[src/rtl/axis_write_addr.sv]
// axis_write_addr: command/address stage for the AXI write path.
// Accepts one write command (start byte address, length in stream words),
// forwards the length to axis_write_data, and splits the command into
// maximum-size INCR bursts on AW. It counts the bursts in flight, consumes B,
// and pulses done when the last response has come back.
// Optional feature macro: AXIS_WRITE_ADDR_BRESP_EN. When it is defined, a
// SLVERR/DECERR response sets a sticky err flag. When it is undefined,
// axi_bresp is ignored and err is tied low.
module axis_write_addr #(
  parameter int CFG_DWIDTH     = 32,
  parameter int AXI_ADDR_WIDTH = 32,
  parameter int AXI_LEN_WIDTH  = 8,
  parameter int AXI_DATA_WIDTH = 64,
  parameter int CONVERT_SHIFT  = 1,
  parameter int OUT_AWIDTH     = 4
) (
  input  logic                      clk,
  input  logic                      rst,
  input  logic [CFG_DWIDTH-1:0]     cfg_address,
  input  logic [CFG_DWIDTH-1:0]     cfg_length,
  input  logic                      cfg_val,
  output logic                      cfg_rdy,
  output logic [CFG_DWIDTH-1:0]     data_cfg_length,
  output logic                      data_cfg_val,
  input  logic                      data_cfg_rdy,
  output logic [AXI_ADDR_WIDTH-1:0] axi_awaddr,
  output logic [AXI_LEN_WIDTH-1:0]  axi_awlen,
  output logic [2:0]                axi_awsize,
  output logic [1:0]                axi_awburst,
  output logic                      axi_awvalid,
  input  logic                      axi_awready,
  input  logic [1:0]                axi_bresp,
  input  logic                      axi_bvalid,
  output logic                      axi_bready,
  output logic                      busy,
  output logic                      done,
  output logic                      err
);

  // Bytes per AXI beat, expressed as a shift amount.
  localparam int BYTE_SHIFT = $clog2(AXI_DATA_WIDTH / 8);

  localparam logic [CFG_DWIDTH-1:0] CFG_ZERO  = {CFG_DWIDTH{1'b0}};
  localparam logic [CFG_DWIDTH-1:0] CFG_ONE   = {{(CFG_DWIDTH-1){1'b0}}, 1'b1};
  // Largest burst in beats. This is one more than the largest awlen.
  localparam logic [CFG_DWIDTH-1:0] MAX_BURST = CFG_ONE << AXI_LEN_WIDTH;
  // Added before the shift so that a partial AXI beat rounds up.
  localparam logic [CFG_DWIDTH-1:0] ROUND_ADD = (CFG_ONE << CONVERT_SHIFT) - CFG_ONE;

  localparam logic [OUT_AWIDTH-1:0] OUT_ZERO  = {OUT_AWIDTH{1'b0}};
  localparam logic [OUT_AWIDTH-1:0] OUT_ONE   = {{(OUT_AWIDTH-1){1'b0}}, 1'b1};
  localparam logic [OUT_AWIDTH-1:0] OUT_MAX   = {OUT_AWIDTH{1'b1}};

  // One-hot command state.
  typedef enum logic [3:0] {
    ST_IDLE  = 4'b0001,
    ST_SETUP = 4'b0010,
    ST_ISSUE = 4'b0100,
    ST_DRAIN = 4'b1000
  } state_t;

  // Convert stream words to AXI beats, rounding a partial beat up. The sum is
  // one bit wider so that a full-scale length cannot wrap before the shift.
  function automatic logic [CFG_DWIDTH-1:0] words_to_beats(input logic [CFG_DWIDTH-1:0] words);
    logic [CFG_DWIDTH:0] sum;
    sum = {1'b0, words} + {1'b0, ROUND_ADD};
    return CFG_DWIDTH'(sum >> CONVERT_SHIFT);
  endfunction

  // Size of the next burst: all remaining beats, capped at the AXI maximum.
  function automatic logic [CFG_DWIDTH-1:0] burst_beats(input logic [CFG_DWIDTH-1:0] beats);
    return (beats > MAX_BURST) ? MAX_BURST : beats;
  endfunction

  // awlen encoding of a burst (beats - 1).
  function automatic logic [AXI_LEN_WIDTH-1:0] burst_len(input logic [CFG_DWIDTH-1:0] burst);
    return AXI_LEN_WIDTH'(burst - CFG_ONE);
  endfunction

  // Number of bytes covered by a burst. The address wraps at 2^AXI_ADDR_WIDTH.
  function automatic logic [AXI_ADDR_WIDTH-1:0] burst_bytes(input logic [CFG_DWIDTH-1:0] burst);
    return AXI_ADDR_WIDTH'(burst) << BYTE_SHIFT;
  endfunction

  state_t                    state_q,   state_d;
  logic [AXI_ADDR_WIDTH-1:0] addr_q,    addr_d;
  logic [CFG_DWIDTH-1:0]     beats_q,   beats_d;
  logic [OUT_AWIDTH-1:0]     out_q,     out_d;
  logic [AXI_ADDR_WIDTH-1:0] awaddr_q,  awaddr_d;
  logic [AXI_LEN_WIDTH-1:0]  awlen_q,   awlen_d;
  logic                      awvalid_q, awvalid_d;
  logic                      rdy_en_q,  rdy_en_d;

  logic                      idle_s;
  logic                      cmd_hs_s;
  logic                      aw_hs_s;
  logic                      b_hs_s;
  logic                      last_s;
  logic                      done_s;
  logic [CFG_DWIDTH-1:0]     burst_s;
  logic [CFG_DWIDTH-1:0]     next_burst_s;
  logic [AXI_ADDR_WIDTH-1:0] next_addr_s;
  logic [CFG_DWIDTH-1:0]     next_beats_s;

  assign idle_s   = (state_q == ST_IDLE);
  // rdy_en_q keeps cfg_rdy low in the first cycle after reset.
  assign cfg_rdy  = idle_s & data_cfg_rdy & rdy_en_q;
  assign cmd_hs_s = cfg_val & cfg_rdy;
  assign aw_hs_s  = awvalid_q & axi_awready;
  // A response with no burst in flight is ignored. This keeps the counter from underflowing.
  assign b_hs_s   = axi_bvalid & (out_q != OUT_ZERO);

  // Burst currently on AW. beats_q does not change while the burst waits, so
  // this value matches awlen_q + 1 at the handshake.
  assign burst_s      = burst_beats(beats_q);
  assign last_s       = (beats_q == burst_s);
  assign next_addr_s  = addr_q + burst_bytes(burst_s);
  assign next_beats_s = beats_q - burst_s;
  assign next_burst_s = burst_beats(next_beats_s);

  // Forward the length in the same cycle the command is accepted. An empty
  // command produces no data, so it is not forwarded.
  assign data_cfg_length = cfg_length;
  assign data_cfg_val    = cmd_hs_s & (cfg_length != CFG_ZERO);

  assign axi_awaddr  = awaddr_q;
  assign axi_awlen   = awlen_q;
  assign axi_awvalid = awvalid_q;
  assign axi_awsize  = 3'(BYTE_SHIFT);
  assign axi_awburst = 2'b01;
  assign axi_bready  = 1'b1;
  assign busy        = ~idle_s;
  assign done        = done_s;

  // Outstanding-burst count: +1 per AW handshake, -1 per accepted B. Both in the same cycle leave it unchanged.
  always_comb begin
    out_d = out_q;
    case ({aw_hs_s, b_hs_s})
      2'b10:   out_d = out_q + OUT_ONE;
      2'b01:   out_d = out_q - OUT_ONE;
      default: out_d = out_q;
    endcase
  end

  // Next-state logic, command bookkeeping and the registered AW channel.
  always_comb begin
    state_d   = state_q;
    addr_d    = addr_q;
    beats_d   = beats_q;
    awaddr_d  = awaddr_q;
    awlen_d   = awlen_q;
    awvalid_d = awvalid_q;
    rdy_en_d  = 1'b1;
    done_s    = 1'b0;
    case (state_q)
      ST_IDLE: begin
        awvalid_d = 1'b0;
        if (cmd_hs_s) begin
          state_d = ST_SETUP;
          addr_d  = AXI_ADDR_WIDTH'(cfg_address);
          beats_d = words_to_beats(cfg_length);
        end else begin
          state_d = ST_IDLE;
        end
      end
      ST_SETUP: begin
        if (beats_q == CFG_ZERO) begin
          state_d   = ST_DRAIN;
          awvalid_d = 1'b0;
        end else begin
          // Present the first burst as this state is left, so AW starts immediately.
          state_d   = ST_ISSUE;
          awaddr_d  = addr_q;
          awlen_d   = burst_len(burst_s);
          awvalid_d = (out_d != OUT_MAX);
        end
      end
      ST_ISSUE: begin
        if (aw_hs_s) begin
          addr_d  = next_addr_s;
          beats_d = next_beats_s;
          if (last_s) begin
            state_d   = ST_DRAIN;
            awvalid_d = 1'b0;
          end else begin
            // Load the next burst at once. It is held back only while the window is full.
            state_d   = ST_ISSUE;
            awaddr_d  = next_addr_s;
            awlen_d   = burst_len(next_burst_s);
            awvalid_d = (out_d != OUT_MAX);
          end
        end else if (!awvalid_q) begin
          // The window was full. Present the pending burst once a response frees a slot.
          state_d = ST_ISSUE;
          if (out_d != OUT_MAX) begin
            awaddr_d  = addr_q;
            awlen_d   = burst_len(burst_s);
            awvalid_d = 1'b1;
          end else begin
            awvalid_d = 1'b0;
          end
        end else begin
          // Hold the stalled burst unchanged until the slave accepts it.
          state_d   = ST_ISSUE;
          awvalid_d = 1'b1;
        end
      end
      ST_DRAIN: begin
        awvalid_d = 1'b0;
        if (out_d == OUT_ZERO) begin
          state_d = ST_IDLE;
          done_s  = 1'b1;
        end else begin
          state_d = ST_DRAIN;
        end
      end
      default: begin
        state_d   = ST_IDLE;
        awvalid_d = 1'b0;
      end
    endcase
  end

  // State and datapath registers, with synchronous reset.
  always_ff @(posedge clk) begin
    if (rst) begin
      state_q   <= ST_IDLE;
      addr_q    <= {AXI_ADDR_WIDTH{1'b0}};
      beats_q   <= CFG_ZERO;
      out_q     <= OUT_ZERO;
      awaddr_q  <= {AXI_ADDR_WIDTH{1'b0}};
      awlen_q   <= {AXI_LEN_WIDTH{1'b0}};
      awvalid_q <= 1'b0;
      rdy_en_q  <= 1'b0;
    end else begin
      state_q   <= state_d;
      addr_q    <= addr_d;
      beats_q   <= beats_d;
      out_q     <= out_d;
      awaddr_q  <= awaddr_d;
      awlen_q   <= awlen_d;
      awvalid_q <= awvalid_d;
      rdy_en_q  <= rdy_en_d;
    end
  end

`ifdef AXIS_WRITE_ADDR_BRESP_EN
  logic err_q, err_d;

  // Sticky error: any response with bresp[1] set (SLVERR or DECERR).
  always_comb begin
    err_d = err_q | (axi_bvalid & axi_bresp[1]);
  end

  // Error flag register. Only reset clears it.
  always_ff @(posedge clk) begin
    if (rst) begin
      err_q <= 1'b0;
    end else begin
      err_q <= err_d;
    end
  end

  assign err = err_q;
`else
  logic unused_bresp_s;
  assign unused_bresp_s = ^axi_bresp;
  assign err            = 1'b0;
`endif

endmodule

[config.mk]
export PLATFORM = sky130hd
export DESIGN_NAME = axis_write_addr
export DESIGN_NICKNAME = d
export VERILOG_FILES = /design/src/rtl/axis_write_addr.sv
export SDC_FILE = /design/constraint.sdc
export NUM_CORES = 1
export LEC_CHECK = 0
export ABC_AREA = 1
export BUFFER_PORTS_ARGS = -buffer_cell sky130_fd_sc_hd__buf_2
export CAP_MARGIN = 5
export CORE_ASPECT_RATIO = 1.25
export CORE_MARGIN = 4
export CORE_UTILIZATION = 46
export CTS_CLUSTER_DIAMETER = 30
export DETAILED_ROUTE_END_ITERATION = 10
export GPL_TIMING_DRIVEN = 1
export PLACE_DENSITY = 0.7
export RECOVER_POWER = 100
export SETUP_SLACK_MARGIN = 0.4
export SLEW_MARGIN = 10
export SYNTH_ARGS = -nofsm -noshare
export SYNTH_HDL_FRONTEND = slang
export SYNTH_SLANG_ARGS = --single-unit
[constraint.sdc]
create_clock -name clk -period 4.5 [get_ports clk]
set_input_delay 1.35 -clock clk [delete_from_list [all_inputs] [get_ports clk]]
set_output_delay 1.35 -clock clk [all_outputs]
set_load 0.01 [all_outputs]
== Word-level counts from Yosys, hierarchy flattened ==
Cells that the tools add are included.

* $add $sub $neg: 7
* Magnitude comparators: 2
* Equal/unequal tests: 14
* Mux-type cells: 36
* Bitwise logic cells: 7
* Reduce and logical (&&, ||, !) cells: 8

{| class="wikitable"
|+ Operator list
! operator !! number
|-
| $mux W32 || 10
|-
| $pmux W32 S2 || 3
|-
| $gt A32 B9 Y1 const B || 2
|-
| $mux W8 || 6
|-
| $add A32 B1 Y33 const B || 1
|-
| $add A32 B32 Y32 || 1
|-
| $eq A32 B32 Y1 || 1
|-
| $logic_not A32 Y1 || 1
|-
| $reduce_bool A32 Y1 || 1
|-
| $sub A32 B32 Y32 || 1
|-
| $mux W4 || 4
|-
| $pmux W4 S4 || 1
|-
| $pmux W8 S2 || 1
|-
| $sub A8 B1 Y8 const B || 2
|-
| $ne A3 B3 Y1 const B || 3
|-
| $mux W1 || 8
|-
| $pmux W4 S2 || 1
|-
| $and A1 B1 Y1 || 6
|-
| $reduce_and A5 Y1 || 1
|-
| $add A4 B1 Y4 const B || 1
|-
| $eq A4 B1 Y1 const B || 1
|-
| $eq A4 B2 Y1 const B || 1
|-
| $eq A4 B3 Y1 const B || 1
|-
| $eq A4 B4 Y1 const B || 1
|-
| 13 further kinds || 15
|}

* Register bits: 114
* Input bits: 72
* Output and inout bits: 84
* Logic and storage cells: 82

== Depth between registers and ports, before layout ==
* Depth in word-level cells: 9
* Gate-level depth with buffers: 32

== Worst setup path before layout ==
No wires, ideal clock.

* Path kind: input to output
* Start: in axi_bvalid
* End: out done
* Arrival: 3.008 ns
* Data required time: 3.150 ns
* Setup slack: 0.142 ns
* Cell stages on the path: 12
* Path buffers: 0
* Path through: a21boi_0 ha_1 ha_1 nand2_1 nor2_1 a211oi_1 nand2_1 nand2_1 nor2_1 xnor2_1 nand4_1 nor2_1

* Cells in the longest elaborated chain, start to end: 6
* Elaborated cells on any way between the ends: 7
* Those cells by class: eq/ne (2); mux (3); bitwise (1); reduce/logical (1)

{| class="wikitable"
|+ Ends and longest elaborated chain
! what !! RTL line !! source
|-
| from (decl) || 33 || <nowiki>input logic axi_bvalid,</nowiki>
|-
| $and A1 B1 Y1 (*) || 111 || <nowiki>assign b_hs_s = axi_bvalid & (out_q != OUT_ZERO);</nowiki>
|-
| $eq A2 B1 Y1 or $eq A2 B2 Y1 (tied branches) || 138 || <nowiki>case ({aw_hs_s, b_hs_s})</nowiki>
|-
| $pmux W4 S2 (*) || 138 ||
|-
| $logic_not A4 Y1 (*) || 210 || <nowiki>if (out_d == OUT_ZERO) begin</nowiki>
|-
| $mux W1 (*) || 210 ||
|-
| $mux W1 (*) || 155 || <nowiki>case (state_q)</nowiki>
|-
| to (decl) || 36 || <nowiki>output logic done,</nowiki>
|}

Every way passes the cells marked *; elsewhere a longest branch is shown, timed or not.

== Worst setup path after layout ==
Ends and elaborated chain as after synthesis.

==> parameters.txt <==
Parameter                              Value

Outcome
  Status    finished, violations left
  Failing checks    max-capacitance violations, max-slew violations, negative setup slack

Drt
  Count of antenna-violating nets left after detailed routing    0
  Initial drt markers    810
  Via Count    10100
  DRC violation count after routing    0
  Post-detailed-route wirelength per cell    16.4 um
  Drt total wl    29.8 mm
  Pre-Repair DR Iteration Count    5
  Mean number of vias per cell    5.53

Floorplan
  I/O pin cnt    156
  Area of the core    19500 um2
  FP Rows    57
  Die Span X    134 um
  Die Area    22100 um2
  Initial Utilization    46.7%
  Die height    165 um

CTS
  TritonCTS Buffers    17
  Maximum number of buffers from clock root to sink    2
  Number of hold-repair buffers added at the cts stage    0
  CTS tree    done
  Clock sink total    114
  Clock-pin slew on the worst setup and hold paths    0.06 ns
  Number of levels the H-tree was split into    4
  Clock latency on the worst-skew pair    0.43 ns
  Master cell of the clock root buffer    sky130_fd_sc_hd__clkbuf_16

Logic synthesis
  Share of synthesized flip-flops with an asynchronous set or reset    0%
  Count of different cell masters after synthesis    62
  Area share of the largest cell type after synthesis    25.1%
  Post-synthesis instance total    1409
  Proportion of synthesized chip area in sequential cells    25.1%
  Register bit total from synthesis    114
  Post-synthesis cell area    9100 um2
  Number of synthesized flops with an enable pin    0
  Largest area contributor in the synthesized netlist    sky130_fd_sc_hd__dfxtp_1
  Top cells by area in the synthesized netlist    sky130_fd_sc_hd__dfxtp_1 (25%), sky130_fd_sc_hd__nand2_1 (12%), sky130_fd_sc_hd__a21oi_1 (7.3%), sky130_fd_sc_hd__o21ai_0 (5.7%), sky130_fd_sc_hd__nor2_1 (5.6%)
  Most used flip-flop cell after synthesis    sky130_fd_sc_hd__dfxtp_1
  Number of warnings reported in the yosys synthesis log    0
  Synthesized area per cell    6.46 um2

Cells and area
  Commonest cells after routing, fill and taps aside    sky130_fd_sc_hd__nand2_1 (293), sky130_fd_sc_hd__a21oi_1 (130), sky130_fd_sc_hd__nor2_1 (126), sky130_fd_sc_hd__inv_1 (117), sky130_fd_sc_hd__dfxtp_1 (105)
  Multi-input gate area in the final layout    6080 um2
  Register cell area after layout    2300 um2
  Final nets    1653
  Antenna diode count    0
  Fraction of layout instances using a drive strength above 1    19.3%
  Layout fillers    1943
  Synth-to-layout area growth    18.8%
  Most frequent standard cell in the layout excluding fill and tap cells    sky130_fd_sc_hd__nand2_1

Power and ir drop
  Clock group share of total power    38.8%
  Psw    1.26 mW
  Proportion of power drawn by flip-flops and latches    31.4%
  Leakage    4.84 nW
  Part of the total power dissipated in combinational logic    29.7%
  Areal power density over the cells    320 nW/um2
  Sw frac    36.5%
  Worst VDD drop    0.247 mV
  Internal Dissipation    2.20 mW

STA
  Final clock skew    0.0103 ns
  Final setup violating endpoints    1
  Setup repair after global routing missed its margin    true
  Total negative setup slack    -0.00804 ns
  Final Hold Fails    0
  Final worst slack    -0.00804 ns
  Transition time of the tightest slew-check pin    1.58 ns
  Slew headroom    -5.14%
  Achievable frequency    0.222 GHz
  Fin crit period    4.51 ns
  Fin crit share    100%
  Number of pins exceeding their max-slew limit in the final report    68

GRT
  Global-route met3 utilization    4.42%
  GR met2 Demand/Resource    48.1%
  Global-route wire length before repair    46.9 mm
  Global route hottest layer    met2
  Remaining global-route overflow    0
  Total GRT Usage    26.5%
  Antenna violations before repair    0
  Met1 demand-to-capacity share in global routing    29.9%
  Number of global-route vias before repair    9449
  Maximum number of pins on one net before global-route repair    68

Critical path
  Critical path capture point type    output pin
  Arrival time at the worst endpoint    3.16 ns
  Required time reported for the critical path endpoint    3.15 ns
  Startpoint types    input pin
  Critical path peak fanout    3
  Crit path kind    input pin to output pin

Min path
  Hold crit path type    flip-flop to flip-flop

Placement
  Pre-CTS worst setup slack    -0.0525 ns
  Post-DP HPWL    21.7 mm
  Placer congestion estimate    0.938
  Port buffer count    146

Flow run
  Total of max-cap violations    1
-- cell type report --
cell class / count / area share [%]
clock inverter: 15 / 1.35
clock buffer: 17 / 3.93
sequential: 114 / 21.2
multi-input combinational: 1084 / 56.2
timing repair buffer: 187 / 9.31
tap: 265 / 3.07
inverter: 139 / 4.92
-- power groups by stage --
| stage | sequential [mW] | combinational, mW | clock (mW) |
|---|---|---|---|
| 6_report | 1.09 | 1.03 | 1.34 |
| 5_1_grt | 1.09 | 1.14 | 1.39 |
| 4_1_cts | 1.09 | 0.981 | 1.35 |
| 3_5_place_dp | 1.11 | 0.942 | 0 |
| 3_3_place_gp | 1.10 | 0.926 | 0 |
| 2_1_floorplan | 1.10 | 0.693 | 0 |
-- per-stage QoR --
stage	total power, mW	area [um2]	hold WS, ns	utilization (%)	instances
after floorplan	1.79	9220	0.441	-	1434
final	3.46	10800	0.457	55.5	1821
after global routing	3.63	10800	0.484	55.5	1821
after detailed placement	2.05	10000	0.453	51.6	1785
after CTS	3.41	10700	0.461	55.0	1821
after global placement	2.03	10000	0.449	51.6	1785
-- cells in the mapped netlist (3+ instances only) --
cell,n
sky130_fd_sc_hd__a211oi_1,5
sky130_fd_sc_hd__a21boi_0,3
sky130_fd_sc_hd__a21oi_1,132
sky130_fd_sc_hd__a221oi_1,9
sky130_fd_sc_hd__a31oi_1,16
sky130_fd_sc_hd__buf_2,3
sky130_fd_sc_hd__buf_4,40
sky130_fd_sc_hd__clkbuf_1,50
sky130_fd_sc_hd__dfxtp_1,114
sky130_fd_sc_hd__ha_1,36
sky130_fd_sc_hd__inv_1,121
sky130_fd_sc_hd__inv_2,15
sky130_fd_sc_hd__nand2_1,296
sky130_fd_sc_hd__nand2_2,14
sky130_fd_sc_hd__nand2_4,4
sky130_fd_sc_hd__nand3_1,76
sky130_fd_sc_hd__nand3b_1,3
sky130_fd_sc_hd__nand4_1,26
sky130_fd_sc_hd__nor2_1,136
sky130_fd_sc_hd__nor2_2,13
sky130_fd_sc_hd__nor2_4,5
sky130_fd_sc_hd__nor3_1,25
sky130_fd_sc_hd__nor3b_1,3
sky130_fd_sc_hd__nor4_1,14
sky130_fd_sc_hd__o211ai_1,26
sky130_fd_sc_hd__o21ai_0,104
sky130_fd_sc_hd__o21ai_1,10
sky130_fd_sc_hd__o21bai_1,3
sky130_fd_sc_hd__o221ai_1,4
sky130_fd_sc_hd__o22ai_1,8
sky130_fd_sc_hd__or2_2,8
sky130_fd_sc_hd__xnor2_1,19
sky130_fd_sc_hd__xor2_1,30
-- critical path, stage by stage --
cell and delay [ns]:
sky130_fd_sc_hd__buf_6 0.08, sky130_fd_sc_hd__a21boi_4 0.21, sky130_fd_sc_hd__ha_4 0.19, sky130_fd_sc_hd__ha_4 0.22, sky130_fd_sc_hd__nand2_4 0.06, sky130_fd_sc_hd__nor2_2 0.03
sky130_fd_sc_hd__a211oi_2 0.17, sky130_fd_sc_hd__nand2_1 0.08, sky130_fd_sc_hd__nand2_1 0.07, sky130_fd_sc_hd__nor2_2 0.05, sky130_fd_sc_hd__xnor2_2 0.19, sky130_fd_sc_hd__nand4_1 0.15
sky130_fd_sc_hd__nor2_2 0.16, sky130_fd_sc_hd__buf_2 0.15
-- logic make-up after synthesis --
| group | synth area share [%] |
|---|---|
| and+or+nand+nor | 31.0 |
| AOI/OAI and AO/OA | 21.7 |
| buffers and inverters | 11.8 |
| DFF | 25.1 |
| xor gates and xnor gates | 4.89 |
| adders and majority gates | 5.39 |
| other | 0.0825 |
| muxes | 0.110 |
-- registers in the layout, indices dropped and copies added (netlist names) --
signal,cells
addr_q,32
axi_awaddr,32
beats_q,32
axi_awlen,8
out_q,4
state_q,4
axi_awvalid,1
rdy_en_q,1
-- routing by layer --
layer | routed length (um) | vias to the layer above
li1 | - | 4958
met1 | 11800 | 4708
met2 | 15100 | 333
met3 | 1600 | 80
met4 | 1280 | 0
met5 | 0 | -
-- path summary, 6_finish.rpt --
path | from | end | slack (ns) | cells after the start
max | axi_bvalid | done | -0.008 | 14
min | addr_q[0] | axi_awaddr[0] | 0.46 | 2
max reg2reg | beats_q[19] | axi_awlen[6] | 0.61 | 29
min reg2reg | addr_q[0] | axi_awaddr[0] | 0.46 | 2
-- timing repair --
| action | in CTS | in global routing |
|---|---|---|
| gates resized for setup | 13 | 49 |
| endpoints found under the setup margin | 6 | 37 |
| pin swaps | 11 | 12 |
| hold endpoints to repair | 0 | 0 |
| buffers inserted | 4 | 0 |
Note: power is estimated with default switching activity, not from simulation.
